**src/rtl/fixed_encoder_n.sv**
```systemverilog
// FLAC fixed-predictor encoder: per-block order 0..MAX_ORDER, warm-up samples passed
// through verbatim, then signed residuals, registered with one cycle of latency.
module fixed_encoder_n #(
   parameter int SAMPLE_W  = 16,
   parameter int MAX_ORDER = 4,
   parameter int RES_W     = SAMPLE_W + 4
) (
   input  logic                       iClock,
   input  logic                       iReset,
   input  logic                       iEnable,
   input  logic                       iBlockStart,
   input  logic [2:0]                 iOrder,
   input  logic signed [SAMPLE_W-1:0] iSample,
   output logic signed [RES_W-1:0]    oData,
   output logic                       oValid,
   output logic                       oWarmup
);

   localparam logic [2:0] maxOrd  = 3'(MAX_ORDER);
   localparam logic [2:0] warmSat = 3'd4;

   logic signed [SAMPLE_W-1:0] x1, x2, x3, x4;
   logic        [2:0]          ordReg, warmCnt;
   logic        [2:0]          effOrd, effCnt, nextCnt;
   logic                       isWarm;
   logic signed [RES_W-1:0]    s0, s1, s2, s3, s4;
   logic signed [RES_W-1:0]    residual, nextData;

   // Sign-extend the current sample and history into the wide residual domain.
   assign s0 = RES_W'(iSample);
   assign s1 = RES_W'(x1);
   assign s2 = RES_W'(x2);
   assign s3 = RES_W'(x3);
   assign s4 = RES_W'(x4);

   always_comb begin
      // NOTE: every comb output gets a default first, so no path can infer a latch.
      effOrd = ordReg;
      effCnt = warmCnt;
      if (iBlockStart) begin
         effOrd = (iOrder > maxOrd) ? maxOrd : iOrder;
         effCnt = '0;
      end

      unique case (effOrd)
         3'd0:    residual = s0;
         3'd1:    residual = s0 - s1;
         3'd2:    residual = s0 - (s1 <<< 1) + s2;
         3'd3:    residual = s0 - ((s1 <<< 1) + s1) + ((s2 <<< 1) + s2) - s3;
         default: residual = s0 - (s1 <<< 2) + ((s2 <<< 2) + (s2 <<< 1)) - (s3 <<< 2) + s4;
      endcase

      // Stale history from a previous block is masked while still warming up.
      isWarm   = (effCnt < effOrd);
      nextData = isWarm ? s0 : residual;
      nextCnt  = (effCnt >= warmSat) ? warmSat : effCnt + 3'd1;
   end

   always_ff @(posedge iClock) begin
      // NOTE: sequential state uses non-blocking assignments so all registers update together.
      if (iReset) begin
         oData   <= '0;
         oValid  <= 1'b0;
         oWarmup <= 1'b0;
         ordReg  <= '0;
         warmCnt <= '0;
         x1      <= '0;
         x2      <= '0;
         x3      <= '0;
         x4      <= '0;
      end else begin
         oValid <= iEnable;
         if (iEnable) begin
            ordReg  <= effOrd;
            warmCnt <= nextCnt;
            x4      <= x3;
            x3      <= x2;
            x2      <= x1;
            x1      <= iSample;
            oData   <= nextData;
            oWarmup <= isWarm;
         end
      end
   end

endmodule

```
**config.mk**
```make
export PLATFORM = sky130hd
export DESIGN_NAME = fixed_encoder_n
export DESIGN_NICKNAME = d
export VERILOG_FILES = /design/src/rtl/fixed_encoder_n.sv
export SDC_FILE = /design/constraint.sdc
export NUM_CORES = 1
export LEC_CHECK = 0
export ABC_AREA = 0
export BUFFER_PORTS_ARGS = -buffer_cell sky130_fd_sc_hd__buf_2
export CAP_MARGIN = 10
export CORE_MARGIN = 5
export CORE_UTILIZATION = 30
export CTS_CLUSTER_DIAMETER = 150
export DETAILED_ROUTE_END_ITERATION = 10
export PLACE_DENSITY_LB_ADDON = 0.08
export SLEW_MARGIN = 10
export SYNTH_ARGS = -nofsm -noshare
export SYNTH_HDL_FRONTEND = slang
export SYNTH_SLANG_ARGS = --single-unit
```
**constraint.sdc**
```tcl
create_clock -name iClock -period 5.4 [get_ports iClock]
set_input_delay 0.54 -clock iClock [delete_from_list [all_inputs] [get_ports iClock]]
set_output_delay 0.54 -clock iClock [all_outputs]
set_load 0.02 [all_outputs]
```
# After elaboration in Yosys (flattened, before gate mapping)
# Index checks and enable logic that the tools add are counted.
[totals]
output_inout_bits = 22
reg_bits = 92
wordCells = 36
in_bits = 23
[classes]
reduce_logical = 1
magnitude_cmp = 3
eq_ne = 3
muxes = 6
add_sub_neg = 14
[op_table]
columns = ["op", "n"]
rows = [
  ["one-hot mux 20 bit (4 select lines)", 1],
  ["subtractor 16 x 18 -> 19 bit", 2],
  ["adder 17 x 16 -> 18 bit", 2],
  ["adder 19 x 18 -> 20 bit", 1],
  ["adder 19 x 19 -> 20 bit", 1],
  ["adder 20 x 16 -> 20 bit", 1],
  ["2-to-1 mux 20 bit", 1],
  ["subtractor 20 x 16 -> 20 bit", 1],
  ["subtractor 20 x 18 -> 20 bit", 1],
  ["adder 18 x 16 -> 19 bit", 1],
  ["adder 18 x 17 -> 19 bit", 1],
  ["subtractor 16 x 17 -> 18 bit", 1],
  ["subtractor 16 x 16 -> 17 bit", 1],
  ["2-to-1 mux 3 bit", 4],
  ["== test 3 x 2 -> 1 bit (second input constant)", 2],
  ["adder 3 x 1 -> 3 bit (second input constant)", 1],
  ["== test 3 x 1 -> 1 bit (second input constant)", 1],
  ["greater-or-equal comparator 3 bit (second input constant)", 1],
  ["> comparator 3 bit (second input constant)", 1],
  ["logical NOT 3 bit", 1],
  ["< comparator 3 bit", 1],
]

# Logic depth before layout (Yosys ltp)
# Gate-level depths: netlist (run 1).
[depth]
depth_word = 6
mapped_depth = 18
ltp_nobuf = 18

# Worst setup path after synthesis (run 1)
# Ideal clock, no wire load.
[synth_path]
path_type = "input to register"
start = "input iSample[9]"
end = "register oData[19]"
path_buffers = 0
required_ns = 5.314
cell_stages = 16
path_slack_ns = 1.273
setup_time_ns = 0.086
arrival_ns = 4.041
path_cell_list = "inv_1 fa_1 inv_1 fa_1 inv_1 fa_1 inv_1 ha_1 a21o_1 o2bb2ai_1 a2111oi_2 o2111ai_1 a31oi_1 xnor2_1 o221ai_1 a211oi_1"
[synth_between]
elab_chain_cells = 6
elab_cells_between_ends = 12
cone_classes = "add/sub: 10; mux: 2"
[synth_rtl]
columns = ["element", "line_no", "rtl"]
rows = [
  ["start, declared", "13", "input logic signed [SAMPLE_W-1:0] iSample,"],
  ["subtractor 16 x 18 -> 19 bit", "50", "default: residual = s0 - (s1 <<< 2) + ((s2 <<< 2) + (s2 <<< 1)) - (s3 <<< 2) + s4;"],
  ["adder 19 x 19 -> 20 bit", "50", ""],
  ["subtractor 20 x 18 -> 20 bit", "50", ""],
  ["adder 20 x 16 -> 20 bit", "50", ""],
  ["one-hot mux 20 bit (4 select lines) *", "45", "unique case (effOrd)"],
  ["2-to-1 mux 20 bit *", "55", "nextData = isWarm ? s0 : residual;"],
  ["end signal, assigned", "80", "oData <= nextData;"],
  ["end, declared", "14", "output logic signed [RES_W-1:0] oData,"],
]
# Every way passes the cells marked *; elsewhere a longest branch is shown, timed or not.
# A chain may end at the register's enable or synchronous reset.

# Final worst setup path (run 1)
[layout_path]
start = "register x1[2]"
end = "register oData[19]"
[layout_between]
elab_chain_cells = 6
elab_cells_between_ends = 13
cone_classes = "add/sub: 11; mux: 2"
[layout_rtl]
columns = ["element", "line_no", "rtl"]
rows = [
  ["start, declared", "22", "logic signed [SAMPLE_W-1:0] x1, x2, x3, x4;"],
  ["start signal, assigned", "79", "x1 <= iSample;"],
  ["subtractor 16 x 18 -> 19 bit or adder 17 x 16 -> 18 bit (tied branches)", "50, 49", ""],
  ["adder 19 x 19 -> 20 bit or subtractor 16 x 18 -> 19 bit (tied branches)", "50, 49", ""],
  ["subtractor 20 x 18 -> 20 bit or adder 19 x 18 -> 20 bit (tied branches)", "50, 49", ""],
  ["adder 20 x 16 -> 20 bit or subtractor 20 x 16 -> 20 bit (tied branches)", "50, 49", ""],
  ["one-hot mux 20 bit (4 select lines) *", "45", ""],
  ["2-to-1 mux 20 bit *", "55", ""],
]
# Marks and branches as above.

==> implementation parameters, run 1 <==
Parameter                              Value

Global routing
  Number of antenna violations at the first check in global routing ... 0
  Total routing resource utilization after global routing ... between 10% and 20%
  Largest net degree at the start of global routing ... 78
  Global-route wire length before repair ... between 50 and 60 mm
  Number of global-route vias before repair ... about 9k
  Overflow left after global routing ... 0

STA
  Final setup violating endpoints ... 0
  Max Clk Rate ... approximately 0.21 GHz
  Max-slew violation count ... 0
  Final setup margin ... ~0.69 ns
  Final hold violation count ... 0
  Headroom to the max-slew limit ... 38.8%
  RSZ-0062 raised after global routing ... no
  Setup_tns ... 0 ns
  Final period util ... around 87%
  Final clock skew ... between 0.02 and 0.025 ns
  Post-route minimum period ... between 4 and 5 ns
  Transition time at the pin with the least slew margin ... 0.919 ns

Finish
  Area added between synthesis and finish ... 9.29%
  Final net count ... around 1.6k
  Proportion of layout cells with a drive suffix above 1 ... 7.15%
  Antenna diode count ... 0
  Fin util ... between 30% and 40%

Yosys
  Cell type with the largest total area after synthesis ... fa_1
  Async set or reset register ratio after synthesis ... 0%
  Most instantiated cells after synthesis ... inv_1 (259), fa_1 (146), nor2_1 (113)
  Most instantiated flip-flop cell in the synthesis netlist ... dfxtp_1
  Largest cells by area after synthesis ... fa_1 (26%), dfxtp_1 (16%), ha_1 (9.3%), inv_1 (8.6%), mux2i_1 (6.2%)
  Cell area after synthesis ... around 11000 um2
  Number of flops mapped to enable cells by yosys ... 0
  Most instantiated library cell after synthesis ... inv_1
  Share of the synthesized area in the top cell type ... 25.8%
  Post-synthesis instance total ... around 1.3k
  Post-synthesis net count ... 1540
  Register area share after synthesis ... around 16%
  Avg Inst Size Synth ... 8.82 um2
  Synthesis-stage register bit count ... 92
  Number of distinct standard cells referenced by the synthesized netlist ... a little under 80
  Ys Warns ... 0

Clocking
  TritonCTS clock tree ... done
  Maximum level of the CTS H-tree ... 3
  Insertion delay to the later sink of the worst-skew pair ... a little under 0.4 ns
  Buffer cell driving the clock tree root ... clkbuf_16
  Number of CTS-inserted buffers ... 9
  Number of post-CTS setup repair buffers ... 0
  Sink Count ... between 90 and 100
  Post-CTS Hold Buffers ... 0
  Maximum buffer depth of the clock tree ... 2
  Reg clk slew, reported paths ... about 0.08 ns
  Resized cells post-CTS ... 0

Placed design
  Setup Slack @ Placement ... about 0.53 ns
  Detailed placement HPWL ... between 20 and 30 mm
  Port Buffers ... between 40 and 50
  Final weighted congestion in routability-driven placement ... ~0.84

Min path
  Kind of path behind the tightest hold check ... reg2reg

Floorplanning
  Die span in x ... 204 um
  Die height ... 204 um
  Core area ... between 30000 and 40000 um2
  I/O pins ... 45
  Overall die area ... between 40000 and 50000 um2
  Standard-cell row count ... 71
  Starting density of the core ... a little under a third

Power
  Internal cell power ... approximately 0.0020 W
  Gate power share ... between 60% and 70%
  Peak supply drop ... around 0.18 mV
  Part of the total power dissipated in sequential elements ... 19.6%
  Switching share of power ... between 40% and 50%
  Clock network fraction of total power ... roughly 17%
  LEAKAGE ... ~5.7 nW
  PwrDens ... between 300 and 400 nW/um2
  Switching power total ... roughly 0.0018 W

Critical path
  Ordered list of cells on the worst path ... inv_1 > fa_1 > fa_1 > inv_1 > fa_1 > fa_1 > nand2b_1 > a211oi_1 > o221ai_1 > a21oi_1 > a41o_1 > mux2i_1 > o221ai_1 > a211oi_1
  Arrival time worst endpoint ... 5.02 ns
  Launching element type of the critical path ... register
  Kind of end point of the critical path ... register
  Cell family with the largest share of critical-path delay ... adder cells
  Cell type with the highest occurrence count on the critical path ... fa_1
  R2R setup slack ... 0.69 ns
  Sum of buffers and inverters on the critical path ... 2
  Peak per-stage delay on the critical path ... slightly below 0.6 ns
  Slowest-stage cell, CP ... fa_1
  Critical path required time ... 5.71 ns
  Maximum fanout along the worst path ... 5
  Type of the worst setup path ... reg2reg

Outcome
  Run status ... completed

Route
  Vias ... a little under 9k
  Number of DRC markers after the initial detailed-route iteration ... approximately 400
  Routed len/inst ... ~20 um
  Final WL ... 35.6 mm
  Post-route ant nets ... 0
  Detail-routed via count per cell ... 4.86
  First-pass DRT Iterations ... 6
  Residual DRC ... 0

Job
  Max-cap violations ... 0
## final timing paths
path | from | cells after the start | endpoint
max | x1[2] | 14 | oData[19]
min | warmCnt[1] | 2 | warmCnt[1]
max reg2reg | x1[2] | 14 | oData[19]
min reg2reg | warmCnt[1] | 2 | warmCnt[1]
## flip-flops by register name (all words and copies together) (netlist names)
| register | count |
|---|---|
| oData | 20 |
| x1 | 16 |
| x2 | 16 |
| x3 | 16 |
| x4 | 16 |
| ordReg | 3 |
| warmCnt | 3 |
| oValid | 1 |
| oWarmup | 1 |
## cell usage in the layout, fill, tap and decap left out, types with 5 or more instances in the layout
cell / count
inv_1: 259
fa_1: 146
nor2_1: 113
dfxtp_1: 92
ha_1: 84
mux2i_1: 70
a21oi_1: 61
nand2_1: 51
buf_2: 42
o21ai_0: 41
xnor2_1: 28
a21o_1: 25
xor2_1: 23
nand2b_1: 21
a211oi_1: 21
a31oi_1: 16
nor2b_1: 13
nand3_1: 13
buf_4: 11
nor3_1: 10
o211ai_1: 9
o21a_1: 9
clkbuf_16: 9
o21bai_1: 8
and3_1: 7
nand4_1: 6
a31o_2: 6
o31ai_1: 6
or3_1: 6
o221ai_1: 6
a221oi_1: 6
nor3b_1: 5
a311oi_1: 5
## logic make-up after synthesis
group           synth area share [%]
simple gates                    11.0
buf+inv                         10.1
xor+xnor                        3.94
fa+ha+maj                       35.0
mux                             6.57
compound gates                  17.1
flops                           16.2
## worst reg2reg max path, cell delays in order, from the launching register on
cell,delay [ns]
dfxtp_1,0.46
inv_1,0.17
fa_1,0.54
fa_1,0.58
inv_1,0.06
fa_1,0.53
fa_1,0.45
nand2b_1,0.21
a211oi_1,0.28
o221ai_1,0.23
a21oi_1,0.28
a41o_1,0.24
mux2i_1,0.23
o221ai_1,0.14
a211oi_1,0.23
## per-stage QoR
| stage | cells | instance area [um2] | hold slack, ns | power [W] |
|---|---|---|---|---|
| 6_report | 1826 | 12400 | 0.467 | 0.00388 |
| 5_1_grt | 1826 | 12400 | 0.476 | 0.00421 |
| 4_1_cts | 1826 | 12400 | 0.451 | 0.00392 |
| 3_5_place_dp | 1810 | 12100 | 0.454 | 0.00322 |
| 3_3_place_gp | 1810 | 12100 | 0.454 | 0.00323 |
| 2_1_floorplan | 1287 | 11300 | 0.442 | 0.00251 |
## cell type report
class	count	area (um2)
well taps	511	639
flip-flops and latches	92	1840
repair buffers	54	304
clock inverters	4	50.0
clock buffers	12	236
multi-input cells	894	8360
fillers	4055	25100
inverters	259	972
## power groups by stage
stage | logic [W] | registers [W] | clock network, W
global placement | 0.00245 | 0.000776 | 0
finish | 0.00245 | 0.000759 | 0.000673
floorplan | 0.00172 | 0.000785 | 0
global route | 0.00272 | 0.000766 | 0.000723
CTS | 0.00246 | 0.000761 | 0.000706
detailed placement | 0.00244 | 0.000777 | 0
## layer usage
layer  part of all wire [%]  GRT usage, %  up-vias
li1                       -             -     4321
met1                     47          24.1     4391
met2                     48          29.8      140
met3                    3.3          2.46       30
met4                    2.0          4.55        0
met5                      0             0        -
(Power assumes the default switching activity.)
==> inputs of run 2 (changes only) <==
--- a/config.mk
+++ b/config.mk
@@ -8,7 +8,6 @@
 export ABC_AREA = 0
 export BUFFER_PORTS_ARGS = -buffer_cell sky130_fd_sc_hd__buf_2
 export CAP_MARGIN = 10
-export CORE_MARGIN = 5
 export CORE_UTILIZATION = 30
 export CTS_CLUSTER_DIAMETER = 150
 export DETAILED_ROUTE_END_ITERATION = 10
==> run 2 against run 1 <==
  * Worst hold slack improved by 0.0044 ns
  * Sequential power barely moved
  * Combinational power barely moved
==> implementation parameters, run 2 (same netlist as run 1, synthesis figures left out) <==
Parameter                              Value

Finish
  Most common cell after layout, fill and taps aside ... inv_1 (unchanged)
  Combined area of the multi-input logic cells ... 8360 um2 (unchanged)
  Number of flip-flops under the largest register name ... 20 (unchanged)
  Area added between synthesis and finish ... 9.08% (was 9.29%)
  Flip-flop and latch area ... 1840 um2 (unchanged)
  Cell area after layout ... 12400 um2 (about the same)
  Register bank with the most flops ... oData (unchanged)
  Final net count ... 1560 (was 1563)
  Antenna diode count ... 0 (unchanged)
  Proportion of layout cells with a drive suffix above 1 ... 7.09% (was 7.15%)
  Most frequent cells in the layout ... inv_1 (259), fa_1 (146), nor2_1 (113) (unchanged)
  Filler cell count in the final layout ... 3914 (was 4055)
  Cell Count, Final, Fillers Out ... 1816 (was 1826)

Critical path
  Reg-to-reg endpoint ... oData[19] (unchanged)
  Launching element type of the critical path ... register (unchanged)
  Reg2reg start ... x1[2] (unchanged)
  R2R setup slack ... 0.74 ns (was 0.69 ns)
  Critical path required time ... 5.71 ns (about the same)
  Type of the worst setup path ... reg2reg (unchanged)
  Logic depth of the worst register-to-register path ... 14 (unchanged)
  Arrival time worst endpoint ... 4.96 ns (was 5.02 ns)
  Kind of end point of the critical path ... register (unchanged)
  Maximum fanout along the worst path ... 5 (unchanged)

STA
  Post-route minimum period ... 4.66 ns (was 4.71 ns)
  RSZ-0062 raised after global routing ... no (unchanged)
  Max Clk Rate ... 0.215 GHz (was 0.212 GHz)
  Max-slew violation count ... 0 (unchanged)
  Final hold violation count ... 0 (unchanged)
  Final period util ... 86.3% (was 87.3%)
  Final setup violating endpoints ... 0 (unchanged)
  Final clock skew ... 0.0172 ns (was 0.0218 ns)
  Setup_tns ... 0 ns (unchanged)
  Transition time at the pin with the least slew margin ... 0.938 ns (was 0.919 ns)
  Headroom to the max-slew limit ... 37.4% (was 38.8%)

Clocking
  Number of post-CTS setup repair buffers ... 0 (unchanged)
  Reg clk slew, reported paths ... 0.08 ns (about the same)
  Maximum buffer depth of the clock tree ... 2 (unchanged)
  Insertion delay to the later sink of the worst-skew pair ... 0.39 ns (about the same)
  Resized cells post-CTS ... 0 (unchanged)
  Buffer cell driving the clock tree root ... clkbuf_16 (unchanged)
  Post-CTS Hold Buffers ... 0 (unchanged)
  Number of CTS-inserted buffers ... 9 (unchanged)
  Maximum level of the CTS H-tree ... 3 (unchanged)
  TritonCTS clock tree ... done (unchanged)
  Sink Count ... 92 (unchanged)

Min path
  Start point of the worst min-delay path ... warmCnt[1] (unchanged)
  Kind of path behind the tightest hold check ... reg2reg (unchanged)
  Number of stages on the worst hold path ... 2 (unchanged)
  Hold-critical path endpoint ... warmCnt[1] (unchanged)

Job
  Max-cap violations ... 0 (unchanged)

Power
  Clock network fraction of total power ... 17.6% (was 17.3%)
  PwrDens ... 313 nW/um2 (about the same)
  Switching share of power ... 47.6% (about the same)
  Part of the total power dissipated in sequential elements ... 19.6% (about the same)
  Switching power total ... 0.00184 W (was 0.00185 W)
  Internal cell power ... 0.00203 W (about the same)
  LEAKAGE ... 5.69 nW (was 5.70 nW)
  Peak supply drop ... 0.180 mV (was 0.185 mV)
  PnR Total Power ... 0.00387 W (was 0.00388 W)
  Gate power share ... 62.8% (was 63.1%)

Route
  First-pass DRT Iterations ... 5 (was 6)
  Residual DRC ... 0 (unchanged)
  Detail-routed via count per cell ... 4.84 (was 4.86)
  Final WL ... 35.7 mm (was 35.6 mm)
  Routed len/inst ... 19.7 um (was 19.5 um)
  Number of DRC markers after the initial detailed-route iteration ... 501 (was 399)
  Vias ... 8797 (was 8882)
  Post-route ant nets ... 0 (unchanged)

Floorplanning
  Overall die area ... 38600 um2 (was 41800 um2)
  Standard-cell row count ... 70 (was 71)
  I/O pins ... 45 (unchanged)
  Core area ... 36900 um2 (was 37500 um2)
  Die height ... 196 um (was 204 um)
  Die span in x ... 196 um (was 204 um)
  Starting density of the core ... 30.8% (was 30.3%)

Global routing
  Total routing resource utilization after global routing ... 19.6% (was 17.7%)
  Number of antenna violations at the first check in global routing ... 0 (unchanged)
  Largest net degree at the start of global routing ... 78 (unchanged)
  Global-route wire length before repair ... 56.5 mm (was 56.1 mm)
  Number of global-route vias before repair ... 9165 (was 9248)
  Overflow left after global routing ... 0 (unchanged)

Placed design
  Number of instances in the placed design ... 1800 (was 1810)
  Final weighted congestion in routability-driven placement ... 0.830 (was 0.836)
  Detailed placement HPWL ... 28.6 mm (about the same)
  Instance area after placement ... 12100 um2 (about the same)
  Port Buffers ... 44 (unchanged)

Outcome
  Run status ... completed (unchanged)
run 2: worst max path at each step:
stage | slack, ns | cells past startpoint | end | start
5_1_grt | 0.53 | 14 | oData[19] | x1[2]
6_report | 0.74 | 14 | oData[19] | x1[2]
3_5_place_dp | 0.55 | 17 | oData[19] | iSample[9]
2_1_floorplan | 1.27 | 16 | oData[19] | iSample[9]
3_3_place_gp | 0.61 | 17 | oData[19] | iSample[9]
4_1_cts | 0.77 | 14 | oData[19] | x1[2]
run 2: worst max-delay path: stages, from the launching register on:
cell	delay, ns
dfxtp_1	0.47
inv_1	0.18
fa_1	0.56
fa_1	0.57
inv_1	0.07
fa_1	0.54
fa_1	0.45
nand2b_1	0.22
a211oi_1	0.30
o221ai_1	0.20
a21oi_1	0.24
a41o_1	0.24
mux2i_1	0.20
o221ai_1	0.13
a211oi_1	0.24
run 2: area by class of cell:
type                       count  area share (%)
multi-input combinational    894            67.5
sequential                    92            14.9
inverter                     259            7.86
tap                          504            5.10
timing repair buffer          51            2.27
clock buffer                  10            1.85
clock inverter                 6           0.526
run 2: stage by stage:
step | hold WS [ns] | setup WS (ns) | util (%)
2_1_floorplan | 0.442 | 1.27 | -
3_3_place_gp | 0.454 | 0.605 | 32.8
3_5_place_dp | 0.462 | 0.552 | 32.8
4_1_cts | 0.457 | 0.767 | 33.6
5_1_grt | 0.504 | 0.534 | 33.6
6_report | 0.471 | 0.742 | 33.6
run 2: layer usage:
layer,GRT usage (%),wire [um]
met2,33.1,17200
met1,26.8,17200
met3,2.31,875
met4,4.25,411
met5,0,0
run 2: power groups by stage:
stage | clock network [W] | registers, W | logic (W)
after floorplan | 0 | 0.000785 | 0.00172
after detailed placement | 0 | 0.000776 | 0.00241
after global placement | 0 | 0.000776 | 0.00242
after global routing | 0.000735 | 0.000766 | 0.00270
final | 0.000682 | 0.000759 | 0.00243
after CTS | 0.000719 | 0.000761 | 0.00243
